[src/rtl/uncache_wbuf.sv]
// Posted write buffer for uncached stores; drains in order as single-beat AXI writes.
// Optional store merging into the tail-most pending entry is enabled by defining WBUF_MERGE_EN.
module uncache_wbuf #(
    parameter int DEPTH = 4,
    parameter int PTR_W = $clog2(DEPTH)
) (
    input  logic        aclk,
    input  logic        aresetn,
    input  logic        req_valid,
    output logic        req_ready,
    input  logic [31:0] req_addr,
    input  logic [31:0] req_data,
    input  logic [3:0]  req_strb,
    input  logic [2:0]  req_size,
    input  logic [31:0] chk_addr,
    output logic        chk_hit,
    output logic        empty,
    output logic [31:0] awaddr,
    output logic [3:0]  awlen,
    output logic [2:0]  awsize,
    output logic        awvalid,
    input  logic        awready,
    output logic [31:0] wdata,
    output logic [3:0]  wstrb,
    output logic        wlast,
    output logic        wvalid,
    input  logic        wready,
    input  logic        bvalid,
    output logic        bready
);
    typedef enum logic [1:0] {S_IDLE, S_SEND, S_RESP} state_t;

    state_t           r_state;
    logic [31:0]      r_mem_addr [DEPTH];
    logic [31:0]      r_mem_data [DEPTH];
    logic [3:0]       r_mem_strb [DEPTH];
    logic [2:0]       r_mem_size [DEPTH];
    logic [PTR_W-1:0] r_head, r_tail;
    logic [PTR_W:0]   r_count;
    logic             r_aw_done, r_w_done;
    logic             r_awvalid, r_wvalid, r_bready;
    logic [31:0]      r_awaddr, r_wdata;
    logic [3:0]       r_wstrb;
    logic [2:0]       r_awsize;

    logic             w_full, w_push, w_alloc, w_pop;
    logic             w_aw_hs, w_w_hs, w_hit;
    logic [PTR_W-1:0] w_idx, w_off;
    logic [31:0]      w_head_data;
    logic [3:0]       w_head_strb;
    logic             w_unused;

    assign w_full   = (r_count == (PTR_W+1)'(DEPTH));
    assign w_push   = req_valid & req_ready;
    assign w_pop    = (r_state == S_RESP) & bvalid;
    assign w_aw_hs  = r_awvalid & awready;
    assign w_w_hs   = r_wvalid & wready;
    assign w_unused = ^chk_addr[1:0];

`ifdef WBUF_MERGE_EN
    logic [PTR_W-1:0] w_last;
    logic             w_merge;
    logic [31:0]      w_mrg_data;
    logic [3:0]       w_mrg_strb;

    assign w_last  = r_tail - 1'b1;
    assign w_merge = (r_count != '0) && (r_mem_addr[w_last] == req_addr) &&
                     (r_mem_size[w_last] == req_size) &&
                     ((r_state == S_IDLE) || (w_last != r_head));

    always_comb begin
        w_mrg_data = r_mem_data[w_last];
        w_mrg_strb = r_mem_strb[w_last] | req_strb;
        for (int unsigned b = 0; b < 4; b++) begin
            if (req_strb[b]) w_mrg_data[8*b +: 8] = req_data[8*b +: 8];
        end
    end

    assign req_ready = ~w_full | w_merge;
    assign w_alloc   = w_push & ~w_merge;
    // A merge into the head on the very edge it launches must reach the AXI registers too.
    assign w_head_data = (w_push && w_merge && (w_last == r_head)) ? w_mrg_data : r_mem_data[r_head];
    assign w_head_strb = (w_push && w_merge && (w_last == r_head)) ? w_mrg_strb : r_mem_strb[r_head];
`else
    assign req_ready   = ~w_full;
    assign w_alloc     = w_push;
    assign w_head_data = r_mem_data[r_head];
    assign w_head_strb = r_mem_strb[r_head];
`endif

    always_ff @(posedge aclk) begin
        if (w_alloc) begin
            r_mem_addr[r_tail] <= req_addr;
            r_mem_data[r_tail] <= req_data;
            r_mem_strb[r_tail] <= req_strb;
            r_mem_size[r_tail] <= req_size;
        end
`ifdef WBUF_MERGE_EN
        else if (w_push) begin
            r_mem_data[w_last] <= w_mrg_data;
            r_mem_strb[w_last] <= w_mrg_strb;
        end
`endif
    end

    always_ff @(posedge aclk or negedge aresetn) begin
        if (!aresetn) begin
            r_head  <= '0;
            r_tail  <= '0;
            r_count <= '0;
        end else begin
            if (w_alloc) r_tail <= r_tail + 1'b1;
            if (w_pop)   r_head <= r_head + 1'b1;
            case ({w_alloc, w_pop})
                2'b10:   r_count <= r_count + 1'b1;
                2'b01:   r_count <= r_count - 1'b1;
                default: r_count <= r_count;
            endcase
        end
    end

    always_ff @(posedge aclk or negedge aresetn) begin
        if (!aresetn) begin
            r_state   <= S_IDLE;
            r_awvalid <= 1'b0;
            r_wvalid  <= 1'b0;
            r_bready  <= 1'b0;
            r_aw_done <= 1'b0;
            r_w_done  <= 1'b0;
            r_awaddr  <= '0;
            r_awsize  <= '0;
            r_wdata   <= '0;
            r_wstrb   <= '0;
        end else begin
            case (r_state)
                S_IDLE: begin
                    if (r_count != '0) begin
                        r_awaddr  <= r_mem_addr[r_head];
                        r_awsize  <= r_mem_size[r_head];
                        r_wdata   <= w_head_data;
                        r_wstrb   <= w_head_strb;
                        r_awvalid <= 1'b1;
                        r_wvalid  <= 1'b1;
                        r_aw_done <= 1'b0;
                        r_w_done  <= 1'b0;
                        r_state   <= S_SEND;
                    end
                end
                S_SEND: begin
                    if (w_aw_hs) begin
                        r_awvalid <= 1'b0;
                        r_aw_done <= 1'b1;
                    end
                    if (w_w_hs) begin
                        r_wvalid <= 1'b0;
                        r_w_done <= 1'b1;
                    end
                    if ((r_aw_done | w_aw_hs) && (r_w_done | w_w_hs)) begin
                        r_bready <= 1'b1;
                        r_state  <= S_RESP;
                    end
                end
                S_RESP: begin
                    if (bvalid) begin
                        r_bready <= 1'b0;
                        r_state  <= S_IDLE;
                    end
                end
                default: r_state <= S_IDLE;
            endcase
        end
    end

    // An entry is live when its distance from head is below the count.
    always_comb begin
        w_hit = 1'b0;
        w_idx = '0;
        w_off = '0;
        for (int unsigned i = 0; i < DEPTH; i++) begin
            w_idx = PTR_W'(i);
            w_off = w_idx - r_head;
            if (({1'b0, w_off} < r_count) && (r_mem_addr[w_idx][31:2] == chk_addr[31:2]))
                w_hit = 1'b1;
        end
    end

    assign chk_hit = w_hit;
    assign empty   = (r_count == '0) && (r_state == S_IDLE);
    assign awaddr  = r_awaddr;
    assign awlen   = 4'd0;
    assign awsize  = r_awsize;
    assign awvalid = r_awvalid;
    assign wdata   = r_wdata;
    assign wstrb   = r_wstrb;
    assign wlast   = 1'b1;
    assign wvalid  = r_wvalid;
    assign bready  = r_bready;
endmodule

[config.mk]
export PLATFORM = sky130hd
export DESIGN_NAME = uncache_wbuf
export DESIGN_NICKNAME = d
export VERILOG_FILES = /design/src/rtl/uncache_wbuf.sv
export SDC_FILE = /design/constraint.sdc
export NUM_CORES = 1
export LEC_CHECK = 0
export ABC_AREA = 1
export CORE_MARGIN = 5
export CORE_UTILIZATION = 40
export CTS_CLUSTER_SIZE = 28
export DETAILED_ROUTE_END_ITERATION = 8
export PLACE_DENSITY = 0.68
export REMOVE_ABC_BUFFERS = 1
export SETUP_SLACK_MARGIN = 0.5
export SLEW_MARGIN = 20
export SYNTH_ARGS = -nofsm -noshare
export SYNTH_HDL_FRONTEND = slang
export SYNTH_SLANG_ARGS = --single-unit
export TNS_END_PERCENT = 100
[constraint.sdc]
create_clock -name aclk -period 4.7 [get_ports aclk]
set_input_delay 0.47 -clock aclk [delete_from_list [all_inputs] [get_ports aclk]]
set_output_delay 0.47 -clock aclk [all_outputs]
set_load 0.01 [all_outputs]
# [Yosys cells after proc, flatten, opt, wreduce, memory -nomap -nowiden]
# Memories as Yosys holds them, arrays and structs flattened. A register that Yosys moved wholly into a read port is not among the register bits.
# Index checks and enable logic that the tools add are counted.
# Widths: inputs -> output; s select.
[word_totals] mem_bits_rw=284 wordCells=91 regBits=14 memories=4 inputBits=109
[op_classes] addsub=8 reduce_logical=21 n_bitwise=7 mux=24 eq_ne=14 order_cmp=4
[memory_table] name="r_mem_addr" words=4 word_bits=32 read_ports=5 rd_ports_with_merged_regs=1 write_ports=1 line_no="34" source="logic [31:0] r_mem_addr [DEPTH];"
[memory_table] name="r_mem_data" words=4 word_bits=32 read_ports=1 rd_ports_with_merged_regs=1 write_ports=1 line_no="35" source="logic [31:0] r_mem_data [DEPTH];"
[memory_table] name="r_mem_strb" words=4 word_bits=4 read_ports=1 rd_ports_with_merged_regs=1 write_ports=1 line_no="36" source="logic [3:0] r_mem_strb [DEPTH];"
[memory_table] name="r_mem_size" words=4 word_bits=3 read_ports=1 rd_ports_with_merged_regs=1 write_ports=1 line_no="37" source="logic [2:0] r_mem_size [DEPTH];"
[ops] operator="$eq 30x30->1" n=4
[ops] operator="$mux 1" n=14
[ops] operator="$lt 2x3->1" n=4
[ops] operator="$reduce_and 3->1" n=4
[ops] operator="$ne 2x2->1 const B" n=5
[ops] operator="$pmux 1 s2" n=5
[ops] operator="$logic_and 1x1->1" n=6
[ops] operator="$mux 2" n=3
[ops] operator="$pmux 2 s3" n=1
[ops] operator="$pmux 3 s2" n=1
[ops] operator="$reduce_bool 2->1" n=3
[ops] operator="$add 2x1->2 const B" n=2
[ops] operator="$and 1x1->1" n=4
[ops] operator="$eq 2x1->1 const B" n=2
[ops] operator="$eq 2x2->1 const B" n=2
[ops] operator="$logic_not 1->1" n=4
[ops] operator="$sub 1x2->2 const A" n=2
[ops] operator="$sub 2x2->2 const A" n=2
[ops] operator="$add 3x1->3 const B" n=1
[ops] operator="$eq 3x3->1 const B" n=1
[ops] operator="$logic_not 3->1" n=1
[ops] operator="$reduce_bool 3->1" n=1
[ops] operator="$sub 3x1->3 const B" n=1
[ops] operator="$logic_not 2->1" n=1
[ops] operator="3 further kinds" n=4

# [Logic depth before layout (Yosys ltp)]
# Gate-level depths: netlist (run 1).
[depth] depth_word=7 depth_mapped=13 depth_no_buf=11

# [Least setup slack after synthesis (run 1)]
# Ideal clock, no wire load.
[synth_timing] path_type="register to register" start="register r_count[1]" end="memory r_mem_addr[0][0] (enable)" path_buffers=0 synth_period_minus_slack_ps=4298 slack_ps=402 setup_ps=501 arrival_ps=3797 path_stages_with_launch=5 required_ps=4199 cell_sequence="dfrtp_1 inv_1 nand3_1 nand2_1 nor2_1"
[synth_via] elab_chain_len=5
[synth_lines] element="start, declared" line_no="39" source="logic [PTR_W:0] r_count;"
[synth_lines] element="start signal, assigned" line_no="115" source="2'b10: r_count <= r_count + 1'b1;"
[synth_lines] element="start signal, assigned" line_no="116" source="2'b01: r_count <= r_count - 1'b1;"
[synth_lines] element="start signal, assigned" line_no="117" source="default: r_count <= r_count;"
[synth_lines] element="$eq 3x3->1" line_no="53" source="assign w_full = (r_count == (PTR_W+1)'(DEPTH));"
[synth_lines] element="$not 1->1" line_no="85" source="assign req_ready = ~w_full;"
[synth_lines] element="net req_ready" line_no="10" source="output logic req_ready,"
[synth_lines] element="$and 1x1->1" line_no="54" source="assign w_push = req_valid & req_ready;"
[synth_lines] element="$mux 1" line_no="92" source="if (w_alloc) begin"
[synth_lines] element="$mux 1 (implied by the code)" line_no="93" source="r_mem_addr[r_tail] <= req_addr;"
[synth_lines] element="end, declared" line_no="34"
# The timed path passes the listed nets, and every way through them passes these cells.

# [Worst setup path in the final report (run 1)]
[layout_timing] start="register r_head[0]" end="output chk_hit"
[layout_via] elab_chain_len=7 elab_cells_between_ends=16 classes_between="add/sub: 4; order compare: 4; mux: 4; reduce/logical: 4"
[layout_lines] element="start, declared" line_no="38" source="logic [PTR_W-1:0] r_head, r_tail;"
[layout_lines] element="start signal, assigned" line_no="113" source="if (w_pop) r_head <= r_head + 1'b1;"
[layout_lines] element="$sub 1x2->2" line_no="181" source="w_off = w_idx - r_head;"
[layout_lines] element="$lt 2x3->1" line_no="182" source="if (({1'b0, w_off} < r_count) && (r_mem_addr[w_idx][31:2] == chk_addr[31:2]))"
[layout_lines] element="$logic_and 1x1->1" line_no="182"
[layout_lines] element="$mux 1 (3 in series)" line_no="182"
[layout_lines] element="$mux 1 *" line_no="182"
[layout_lines] element="end, declared" line_no="16" source="output logic chk_hit,"
# Mark *: on every way between the ends. The rest lies on a longest branch, timed or not.

==> flow_summary_export.csv, run 1 <==
group,metric,value,unit
floorplanning,initial_core_utilization,0.406,
sta,setup-violations-final,0,
place,dpl.hpwl,25900,µm
synthesis,synth_top_area_share,0.541,
finish,layout.cells.most_common_list,"702 x sky130_fd_sc_hd__nand2_1, 284 x sky130_fd_sc_hd__edfxtp_1, 182 x sky130_fd_sc_hd__clkdlybuf4s50_1",
synthesis,syn_inst,1511,
synthesis,number_of_flops_mapped_to_enable_cells_by_yosys,284,
synthesis,synthArstFlopShare,0.230,
synthesis,dominantRegCellSynth,"sky130_fd_sc_hd__edfxtp_1",
setup_path,total_number_of_cells_along_the_worst_setup_path,12,
power,static-leakage-power,7.94,nW
sta,rsz_0062_raised_after_global_routing,"false",
route,finalWirelength,41300,µm
clock_network,tritoncts.num_buffers,41,
synthesis,ys_types,29,
clock_network,max-clock-path-buffers,3,
setup_path,crit_path_top_delay_cell,"sky130_fd_sc_hd__clkdlybuf4s50_1",
synthesis,synth_seq_area_share,0.676,
hold_path,worstHoldPathType,"flip-flop to flip-flop",
finish,layout-drive-gt1-share,0.0604,
setup_path,path_max_fanout,21,
route,drtPass1Iterations,5,
floorplanning,ios,191,
synthesis,synth_top_cells_by_area,"sky130_fd_sc_hd__edfxtp_1 54%, sky130_fd_sc_hd__nand2_1 17%, sky130_fd_sc_hd__dfrtp_1 13%",
sta,max-slew-margin-rel,0.248,
route,route.detailed.vias_per_inst,4.88,
global_routing,grt_pass1_vias,11200,
route,drt_first_iter_violations,703,
global_routing,overflow,0,
synthesis,synth-seq-cells,369,
clock_network,cts_tree,"yes",
setup_path,crit_buf_inv,3,
place,numPortBuffers,183,
finish,layout.core_utilization,0.503,
global_routing,grt_first_pass_wirelength,63600,µm
floorplanning,fp.dieH,208,µm
synthesis,synth.avg_cell_area,10.4,µm²
run,max_cap_viol_count,0,
finish,nNetsFinal,1823,
sta,timing_max_transition_violations_final,0,
sta,final_min_period_over_clock_period,0.767,
route,drt.antenna.violating_nets,0,
setup_path,timing.critical_path.cells,"nand2_1, buf_4, nand2_1, inv_1, ha_1, a21oi_1, or2_2, nand3_1, nor2_1, nor2_1, nand2_1, clkdlybuf4s50_1",
sta,fmax,0.278,GHz
setup_path,worst_path_largest_cell_delay,0.55,ns
sta,finalSetupTns,0,ns
route,dr_total_vias,11000,
sta,final_period_demand_of_the_worst_path,3.60,ns
route,detail_route.drc_violations,0,
setup_path,worst_path_dominant_cell_family,"buffers and inverters",
clock_network,clk_root_buffer_cell,"sky130_fd_sc_hd__clkbuf_16",
power,irDropWorstVdd,0.000450,V
floorplanning,core_box_area,38800,µm²
global_routing,gr-usage-all-layers,0.188,
setup_path,setup.worst_path.end_class,"primary output",
finish,final_common_cell,"sky130_fd_sc_hd__nand2_1",
setup_path,arrival,3.13,ns
status,run_status,"completed",
power,power_density_over_the_cells,613,nW/µm²
setup_path,worstRegToRegCells,7,
setup_path,cell_mode_on_critical_path,"sky130_fd_sc_hd__nand2_1",
route,wire_per_inst,18.3,µm
clock_network,clk_pin_slew_worst_paths,0.06,ns
clock_network,cts_hold_buffers,1,
synthesis,yosysWarnings,0,
finish,syn_to_final_growth,23.8,%
floorplanning,fp.dieArea,43500,µm²
setup_path,timing.setup.critical_path_class,"flip-flop to primary output",
clock_network,post_cts_resized,0,
synthesis,post_synth_instance_area,15800,µm²
setup_path,crit_required,4.23,ns
clock_network,clock_tree.htree_level_count,2,
place,place_congestion,0.844,
hold_path,whs_path_depth,2,
floorplanning,die_extent_in_x,208,µm
clock_network,worst_skew_pair.late_latency,0.55,ns
sta,layout_skew,0.0168,ns
global_routing,grt_antenna_before_repair,10,
synthesis,synth_top_area_cell,"sky130_fd_sc_hd__edfxtp_1",
clock_network,cts.sinks,369,
global_routing,pin_count_of_the_biggest_net_entering_global_routing,74,
setup_path,worstSetupStartpointType,"flip-flop",
sta,tightestPinTransition,1.13,ns
floorplanning,row_count,72,
sta,report.final.hold_viol_count,0,
clock_network,cts.repair_timing.setup_buffer_count,0,
synth_stat cells, types with 8 or more instances:
| library cell | number |
|---|---|
| sky130_fd_sc_hd__buf_2 | 21 |
| sky130_fd_sc_hd__buf_4 | 21 |
| sky130_fd_sc_hd__clkbuf_1 | 10 |
| sky130_fd_sc_hd__or2_2 | 8 |
| sky130_fd_sc_hd__nor2_1 | 79 |
| sky130_fd_sc_hd__xnor2_1 | 27 |
| sky130_fd_sc_hd__xor2_1 | 22 |
| sky130_fd_sc_hd__nand2_1 | 702 |
| sky130_fd_sc_hd__ha_1 | 9 |
| sky130_fd_sc_hd__o2111ai_1 | 24 |
| sky130_fd_sc_hd__edfxtp_1 | 284 |
| sky130_fd_sc_hd__dfrtp_1 | 85 |
| sky130_fd_sc_hd__nand3_1 | 16 |
| sky130_fd_sc_hd__nand4_1 | 48 |
| sky130_fd_sc_hd__a21oi_1 | 8 |
| sky130_fd_sc_hd__inv_1 | 106 |
| sky130_fd_sc_hd__o21ai_0 | 19 |
registers in the layout, indices dropped and copies added, names as in the netlist, 3 cells and up:
| register | cells |
|---|---|
| r_mem_addr | 128 |
| awsize | 3 |
| r_mem_size | 12 |
| r_count | 3 |
| wdata | 32 |
| wstrb | 4 |
| awaddr | 32 |
| r_mem_data | 128 |
| r_mem_strb | 16 |
metrics by stage:
step                setup slack, ns  hold slack [ns]  cells  total power [mW]  cell area (µm²)
finish                         1.10            0.468   2259              12.0            19500
global route                  0.930            0.487   2258              12.7            19500
CTS                            1.05            0.472   2255              12.1            19500
detailed placement             1.61            0.458   2178              8.86            18100
global placement               1.65            0.455   2178              8.77            18100
floorplan                     0.402            0.174   1459              6.98            15500
final timing paths:
| path | from | endpoint | slack [ns] |
|---|---|---|---|
| worst min register to register | wstrb[0] | wstrb[0] | 0.47 |
| min in group asynchronous | aresetn | awaddr[11] | 0.48 |
| max in group asynchronous | aresetn | wdata[26] | 3.14 |
| worst max register to register | r_head[0] | wdata[14] | 2.14 |
| worst min-delay path | wstrb[0] | wstrb[0] | 0.47 |
| worst max-delay path | r_head[0] | chk_hit | 1.10 |
power breakdown:
group	switching, mW	internal, mW
combinational	2.52	1.42
clock	1.25	1.97
sequential	0.385	4.42
tightest hold or removal path, delay by kind of cell, from the launching register on:
family | cells | cell delay [ns]
flops | 1 | 0.34
simple gates | 2 | 0.10
logic make-up (layout without fill, tap and decap cells):
family                   count (synthesis)  in the layout  share of synthesized area
adder cells (fa/ha/maj)                 10             10                    0.00842
AO/OA/AOI/OAI                           52             52                     0.0223
XOR/XNOR                                49             49                     0.0272
AND/OR/NAND/NOR                        862            862                      0.218
buffers and inverters                  167            390                     0.0470
flip-flops                             369            369                      0.676
other                                    2              9                   0.000477
layout make-up:
| type | count | area [µm²] |
|---|---|---|
| timing repair buffer | 202 | 1990 |
| fill | 3442 | 19300 |
| antenna | 4 | 10.0 |
| clock buffer | 64 | 1230 |
| sequential | 369 | 10700 |
| clock inverter | 12 | 140 |
| multi-input combinational | 978 | 4420 |
| tap | 518 | 648 |
| inverter | 112 | 420 |
per-layer routing:
layer / GRT usage / share of wire / wire length, µm
met5: 0 / 0.0015 / 61
met4: 0.0589 / 0.024 / 1000
met3: 0.0496 / 0.072 / 2990
met2: 0.307 / 0.47 / 19500
met1: 0.246 / 0.43 / 17700
(Power assumes the default switching activity.)
==> inputs of run 2 (changes only) <==
--- a/config.mk
+++ b/config.mk
@@ -10,7 +10,7 @@
 export CORE_UTILIZATION = 40
 export CTS_CLUSTER_SIZE = 28
 export DETAILED_ROUTE_END_ITERATION = 8
-export PLACE_DENSITY = 0.68
+export PLACE_DENSITY = 0.7
 export REMOVE_ABC_BUFFERS = 1
 export SETUP_SLACK_MARGIN = 0.5
 export SLEW_MARGIN = 20
==> constraint.sdc (replaced) <==
create_clock -name aclk -period 3 [get_ports aclk]
set_input_delay 0.3 -clock aclk [delete_from_list [all_inputs] [get_ports aclk]]
set_output_delay 0.3 -clock aclk [all_outputs]
set_load 0.01 [all_outputs]
==> flow_summary_export.csv, run 2 (synthesis results as in run 1) <==
group,metric,value,unit
status,run_status,"completed",
route,route.detailed.vias_per_inst,4.90,
run,max_cap_viol_count,0,
sta,fmax,0.381,GHz
setup_path,arrival,2.33,ns
route,wire_per_inst,18.2,µm
setup_path,timing.critical_path.cells,"nor2_4, inv_4, nand2_2, inv_2, ha_4, a21oi_2, or2_4, nand3_2, nor2_1, nor2_1, nand2_1, buf_2",
power,irDropWorstVdd,0.000622,V
global_routing,overflow,0,
floorplanning,fp.dieH,208,µm
finish,syn_to_final_growth,25.5,%
power,power_density_over_the_cells,961,nW/µm²
setup_path,r2r_start,"r_count[1]",
setup_path,rrSetupSlack,0.68,ns
finish,layout.filler_cells,3420,
floorplanning,initial_core_utilization,0.406,
route,finalWirelength,41200,µm
floorplanning,core_box_area,38800,µm²
clock_network,clk_root_buffer_cell,"sky130_fd_sc_hd__clkbuf_16",
sta,setup-violations-final,0,
setup_path,path_max_fanout,2,
place,placedInstanceArea,18300,µm²
finish,multi_input_comb_area,4480,µm²
clock_network,tritoncts.num_buffers,40,
sta,final_period_demand_of_the_worst_path,2.63,ns
global_routing,gr-usage-all-layers,0.187,
hold_path,worstHoldPathType,"input pin to async pin",
setup_path,setup.worst_path.end_class,"primary output",
finish,nNetsFinal,1836,
sta,timing_max_transition_violations_final,0,
setup_path,cell_mode_on_critical_path,"sky130_fd_sc_hd__nor2_1",
place,dpl.hpwl,26100,µm
setup_path,crit_required,2.70,ns
clock_network,cts_tree,"yes",
global_routing,grt_pass1_vias,11300,
place,place_congestion,0.891,
clock_network,max-clock-path-buffers,3,
finish,reg_top3,"r_mem_addr: 128 flops, r_mem_data: 128 flops",
floorplanning,die_extent_in_x,208,µm
setup_path,worstReg2RegEnd,"r_count[2]",
power,static-leakage-power,8.03,nW
finish,finish.cell_count_without_fillers,2270,
floorplanning,fp.dieArea,43500,µm²
place,placedCellCount,2183,
setup_path,worst_path_largest_cell_delay,0.42,ns
setup_path,worstRegToRegCells,9,
sta,report.final.hold_viol_count,0,
finish,design_area,19800,µm²
place,numPortBuffers,183,
clock_network,cts.sinks,369,
route,drtPass1Iterations,5,
sta,layout_skew,0.0245,ns
setup_path,critical_path.endpoint,"chk_hit",
clock_network,worst_skew_pair.late_latency,0.57,ns
route,drt_first_iter_violations,745,
clock_network,clock_tree.htree_level_count,2,
global_routing,pin_count_of_the_biggest_net_entering_global_routing,74,
route,detail_route.drc_violations,0,
setup_path,timing.setup.critical_path_class,"flip-flop to primary output",
setup_path,worstSetupStartpointType,"flip-flop",
global_routing,grt_antenna_before_repair,12,
finish,layout.cells.most_common_list,"699 x sky130_fd_sc_hd__nand2_1, 284 x sky130_fd_sc_hd__edfxtp_1, 181 x sky130_fd_sc_hd__clkdlybuf4s50_1",
setup_path,setup.worst_path.start,"r_head[1]",
route,dr_total_vias,11100,
sta,max-slew-margin-rel,0.344,
sta,final_min_period_over_clock_period,0.876,
setup_path,crit_path_top_delay_cell,"sky130_fd_sc_hd__dfrtp_2",
global_routing,grt_first_pass_wirelength,63500,µm
floorplanning,ios,191,
sta,tightestPinTransition,0.983,ns
route,drt.antenna.violating_nets,0,
clock_network,clk_pin_slew_worst_paths,0.06,ns
finish,layout-drive-gt1-share,0.0732,
floorplanning,row_count,72,
finish,regArea,10700,µm²
sta,rsz_0062_raised_after_global_routing,"true",
finish,final_common_cell,"sky130_fd_sc_hd__nand2_1",
==> run 2: cell count changes in the layout (fill, tap and decap cells not counted), moves of 3 or more <==
cell,change
sky130_fd_sc_hd__buf_12,+10
sky130_fd_sc_hd__clkinv_2,-3
sky130_fd_sc_hd__nand2_1,-3
sky130_fd_sc_hd__nand2_2,+3
sky130_fd_sc_hd__a21oi_2,+3
sky130_fd_sc_hd__clkbuf_16,-3
sky130_fd_sc_hd__a21oi_1,-3
==> run 2: what timing repair did <==
item	4_1_cts	5_1_grt
hold endpoints to repair	62	0
gates resized for setup	21	2
pin swaps	11	2
gates cloned	0	0
hold buffers	1	0
setup buffers	8	0
endpoints found under the setup margin	1	3
==> run 2: worst max-delay path: cells and delay by family, from the launching register on <==
| kind | cells | cell delay, ns |
|---|---|---|
| simple gates | 7 | 0.80 |
| buf+inv | 3 | 0.26 |
| flops | 1 | 0.42 |
| fa+ha+maj | 1 | 0.25 |
| compound gates | 1 | 0.04 |
==> run 2: stage by stage <==
step                      worst slack [ns]  utilization  total power [mW]  setup TNS, ns  hold slack, ns
after global placement               0.298        0.471              13.9              0           0.455
after CTS                            0.377        0.508              19.3              0           0.325
after detailed placement             0.307        0.471              14.0              0           0.458
after global routing                 0.301        0.510              20.2              0           0.182
final                                0.372        0.510              19.0              0           0.180
after floorplan                      -1.30            -              10.9        -370.85         0.00441
==> run 2: metal layers <==
layer	vias up	part of all wire	global-route usage	wire length, µm
met5	-	0.0025	0	103
met4	16	0.028	0.0623	1150
met3	89	0.082	0.0580	3380
met2	350	0.47	0.306	19300
met1	5305	0.42	0.239	17300
li1	5357	-	-	-
==> run 2: report_power, final <==
group          switching (mW)  total, mW  internal [mW]
Clock                    1.98       4.96           2.98
Sequential              0.558       7.47           6.92
Combinational            4.08       6.59           2.51
Total                    6.62       19.0           12.4
==> run 2: worst min-delay path by stage <==
stage / start / depth (start not counted) / slack, ns / endpoint
3_3_place_gp: wdata[18] / 2 / 0.45 / wdata[18]
6_report: aresetn / 2 / 0.18 / wdata[28]
3_5_place_dp: wdata[28] / 2 / 0.46 / wdata[28]
2_1_floorplan: aresetn / 0 / 0.004 / awaddr[0]
5_1_grt: aresetn / 2 / 0.18 / awsize[2]
4_1_cts: req_addr[7] / 1 / 0.33 / r_mem_addr[0][7]
==> run 2: final cells by class <==
class | instances | area share
clock buffers | 60 | 0.0574
flip-flops and latches | 369 | 0.539
well taps | 518 | 0.0328
clock inverters | 13 | 0.00980
repair buffers | 216 | 0.113
multi-input cells | 978 | 0.226
diodes | 4 | 0.000506
inverters | 112 | 0.0215
==> inputs of run 3 (changes only) <==
--- a/config.mk
+++ b/config.mk
@@ -6,7 +6,6 @@
 export NUM_CORES = 1
 export LEC_CHECK = 0
 export ABC_AREA = 1
-export CORE_MARGIN = 5
 export CORE_UTILIZATION = 40
 export CTS_CLUSTER_SIZE = 28
 export DETAILED_ROUTE_END_ITERATION = 8
==> flow_summary_export.csv, run 3 (synthesis results as in run 1) <==
group,metric,value,unit
route,route.detailed.vias_per_inst,4.93,
place,placedCellCount,2177,
setup_path,crit_path_top_delay_cell,"sky130_fd_sc_hd__dfrtp_2",
setup_path,worstRegToRegCells,9,
sta,layout_skew,0.0217,ns
setup_path,timing.critical_path.cells,"nor2_4, inv_4, nand2_4, inv_2, ha_1, a21oi_2, or2_4, nand3_2, nor2_1, nor2_1, nand2_1, buf_2",
finish,layout.core_utilization,0.508,
sta,final_min_period_over_clock_period,0.882,
clock_network,cts.sinks,369,
power,static-leakage-power,7.99,nW
global_routing,overflow,0,
clock_network,worst_skew_pair.late_latency,0.56,ns
floorplanning,die_extent_in_x,200,µm
setup_path,arrival,2.35,ns
finish,nNetsFinal,1828,
setup_path,crit_required,2.70,ns
finish,final_common_cell,"sky130_fd_sc_hd__nand2_1",
setup_path,path_max_fanout,4,
route,finalWirelength,40500,µm
floorplanning,ios,191,
finish,layout.filler_cells,3408,
finish,reg_top3,"r_mem_addr: 128 flops, r_mem_data: 128 flops",
place,numPortBuffers,183,
floorplanning,fp.dieH,200,µm
sta,finalSetupTns,0,ns
setup_path,timing.setup.critical_path_class,"flip-flop to primary output",
finish,layout.cells.most_common_list,"699 x sky130_fd_sc_hd__nand2_1, 284 x sky130_fd_sc_hd__edfxtp_1, 181 x sky130_fd_sc_hd__clkdlybuf4s50_1",
global_routing,pin_count_of_the_biggest_net_entering_global_routing,74,
route,drtPass1Iterations,5,
clock_network,cts_tree,"yes",
sta,final_period_demand_of_the_worst_path,2.65,ns
power,irDropWorstVdd,0.000793,V
sta,fmax,0.378,GHz
floorplanning,fp.dieArea,40200,µm²
route,dr_total_vias,11200,
sta,setup-violations-final,0,
hold_path,worstHoldPathType,"input pin to flip-flop",
setup_path,setup.worst_path.start,"r_head[0]",
route,wire_per_inst,17.9,µm
sta,report.final.hold_viol_count,0,
global_routing,grt_pass1_vias,11200,
global_routing,grt_antenna_before_repair,11,
place,dp_slack,0.286,ns
setup_path,worstSetupStartpointType,"flip-flop",
finish,layout-drive-gt1-share,0.0735,
clock_network,clk_pin_slew_worst_paths,0.06,ns
place,placedInstanceArea,18200,µm²
setup_path,rrSetupSlack,0.83,ns
power,power_density_over_the_cells,960,nW/µm²
setup_path,total_number_of_cells_along_the_worst_setup_path,12,
finish,finish.cell_count_without_fillers,2265,
setup_path,crit_buf_inv,3,
route,drt.antenna.violating_nets,0,
route,detail_route.drc_violations,0,
clock_network,max-clock-path-buffers,3,
floorplanning,row_count,72,
finish,syn_to_final_growth,24.8,%
global_routing,gr-usage-all-layers,0.204,
finish,design_area,19700,µm²
hold_path,whs_path_depth,1,
clock_network,clk_root_buffer_cell,"sky130_fd_sc_hd__clkbuf_16",
place,dpl.hpwl,24400,µm
route,drt_first_iter_violations,820,
sta,worst_case_setup_margin_in_the_final_layout,0.354,ns
setup_path,r2r_start,"r_count[1]",
floorplanning,core_box_area,38700,µm²
finish,regArea,10700,µm²
setup_path,setup.worst_path.end_class,"primary output",
setup_path,worst_path_dominant_cell_family,"simple AND/OR/NAND/NOR gates",
sta,rsz_0062_raised_after_global_routing,"true",
clock_network,clock_tree.htree_level_count,2,
global_routing,grt_first_pass_wirelength,62500,µm
place,place_congestion,0.853,
sta,max-slew-margin-rel,0.345,
setup_path,worst_path_largest_cell_delay,0.44,ns
setup_path,cell_mode_on_critical_path,"sky130_fd_sc_hd__nor2_1",
sta,tightestPinTransition,0.983,ns
finish,multi_input_comb_area,4470,µm²
clock_network,tritoncts.num_buffers,41,
floorplanning,initial_core_utilization,0.407,
sta,timing_max_transition_violations_final,0,
hold_path,hold_path.startpoint,"req_data[16]",
run,max_cap_viol_count,0,
power,report.power.total,18.9,mW
sta,timing.hold.ws,0.371,ns
status,run_status,"completed",
[run 3: cell types whose count changed in the layout (fill, tap and decap cells not counted), moves of 3 or more]
cell / delta
sky130_fd_sc_hd__clkbuf_1: -11
sky130_fd_sc_hd__clkinv_2: +8
sky130_fd_sc_hd__buf_4: -7
sky130_fd_sc_hd__clkinv_1: +3
[run 3: worst paths after layout]
kind                                endpoint
setup / recovery                     chk_hit
max in group asynchronous          wdata[28]
hold reg to reg                     wdata[7]
setup reg to reg                  r_count[2]
hold / removal             r_mem_data[3][16]
min in group asynchronous         awaddr[11]
[run 3: per-layer routing]
layer | part of all wire | vias to the layer above | track usage | routed length, µm
li1 | - | 5342 | - | -
met4 | 0.029 | 10 | 0.0766 | 1180
met2 | 0.47 | 341 | 0.335 | 19000
met1 | 0.42 | 5389 | 0.261 | 17200
met5 | 0.0016 | - | 0 | 66
met3 | 0.076 | 79 | 0.0511 | 3070
[run 3: repair_timing]
| item | 4_1_cts | 5_1_grt |
|---|---|---|
| hold buffers | 1 | 0 |
| endpoints found under the hold margin | 61 | 0 |
| buffers inserted | 4 | 2 |
| setup endpoints to repair | 1 | 2 |
| resized for setup | 20 | 5 |
| pin swaps | 4 | 4 |
[run 3: area by class of cell]
cell class,count,share of cell area
timing repair buffer,207,0.108
inverter,112,0.0216
tap,518,0.0329
clock buffer,49,0.0562
sequential,369,0.542
clock inverter,26,0.0114
antenna,6,0.000763
multi-input combinational,978,0.227
[run 3: power breakdown]
| group | leakage, nW | internal, mW | switching (mW) |
|---|---|---|---|
| combinational | 3.68 | 2.42 | 4.02 |
| sequential | 3.65 | 6.92 | 0.593 |
| clock | 0.660 | 2.90 | 2.04 |
| total | 7.99 | 12.2 | 6.66 |
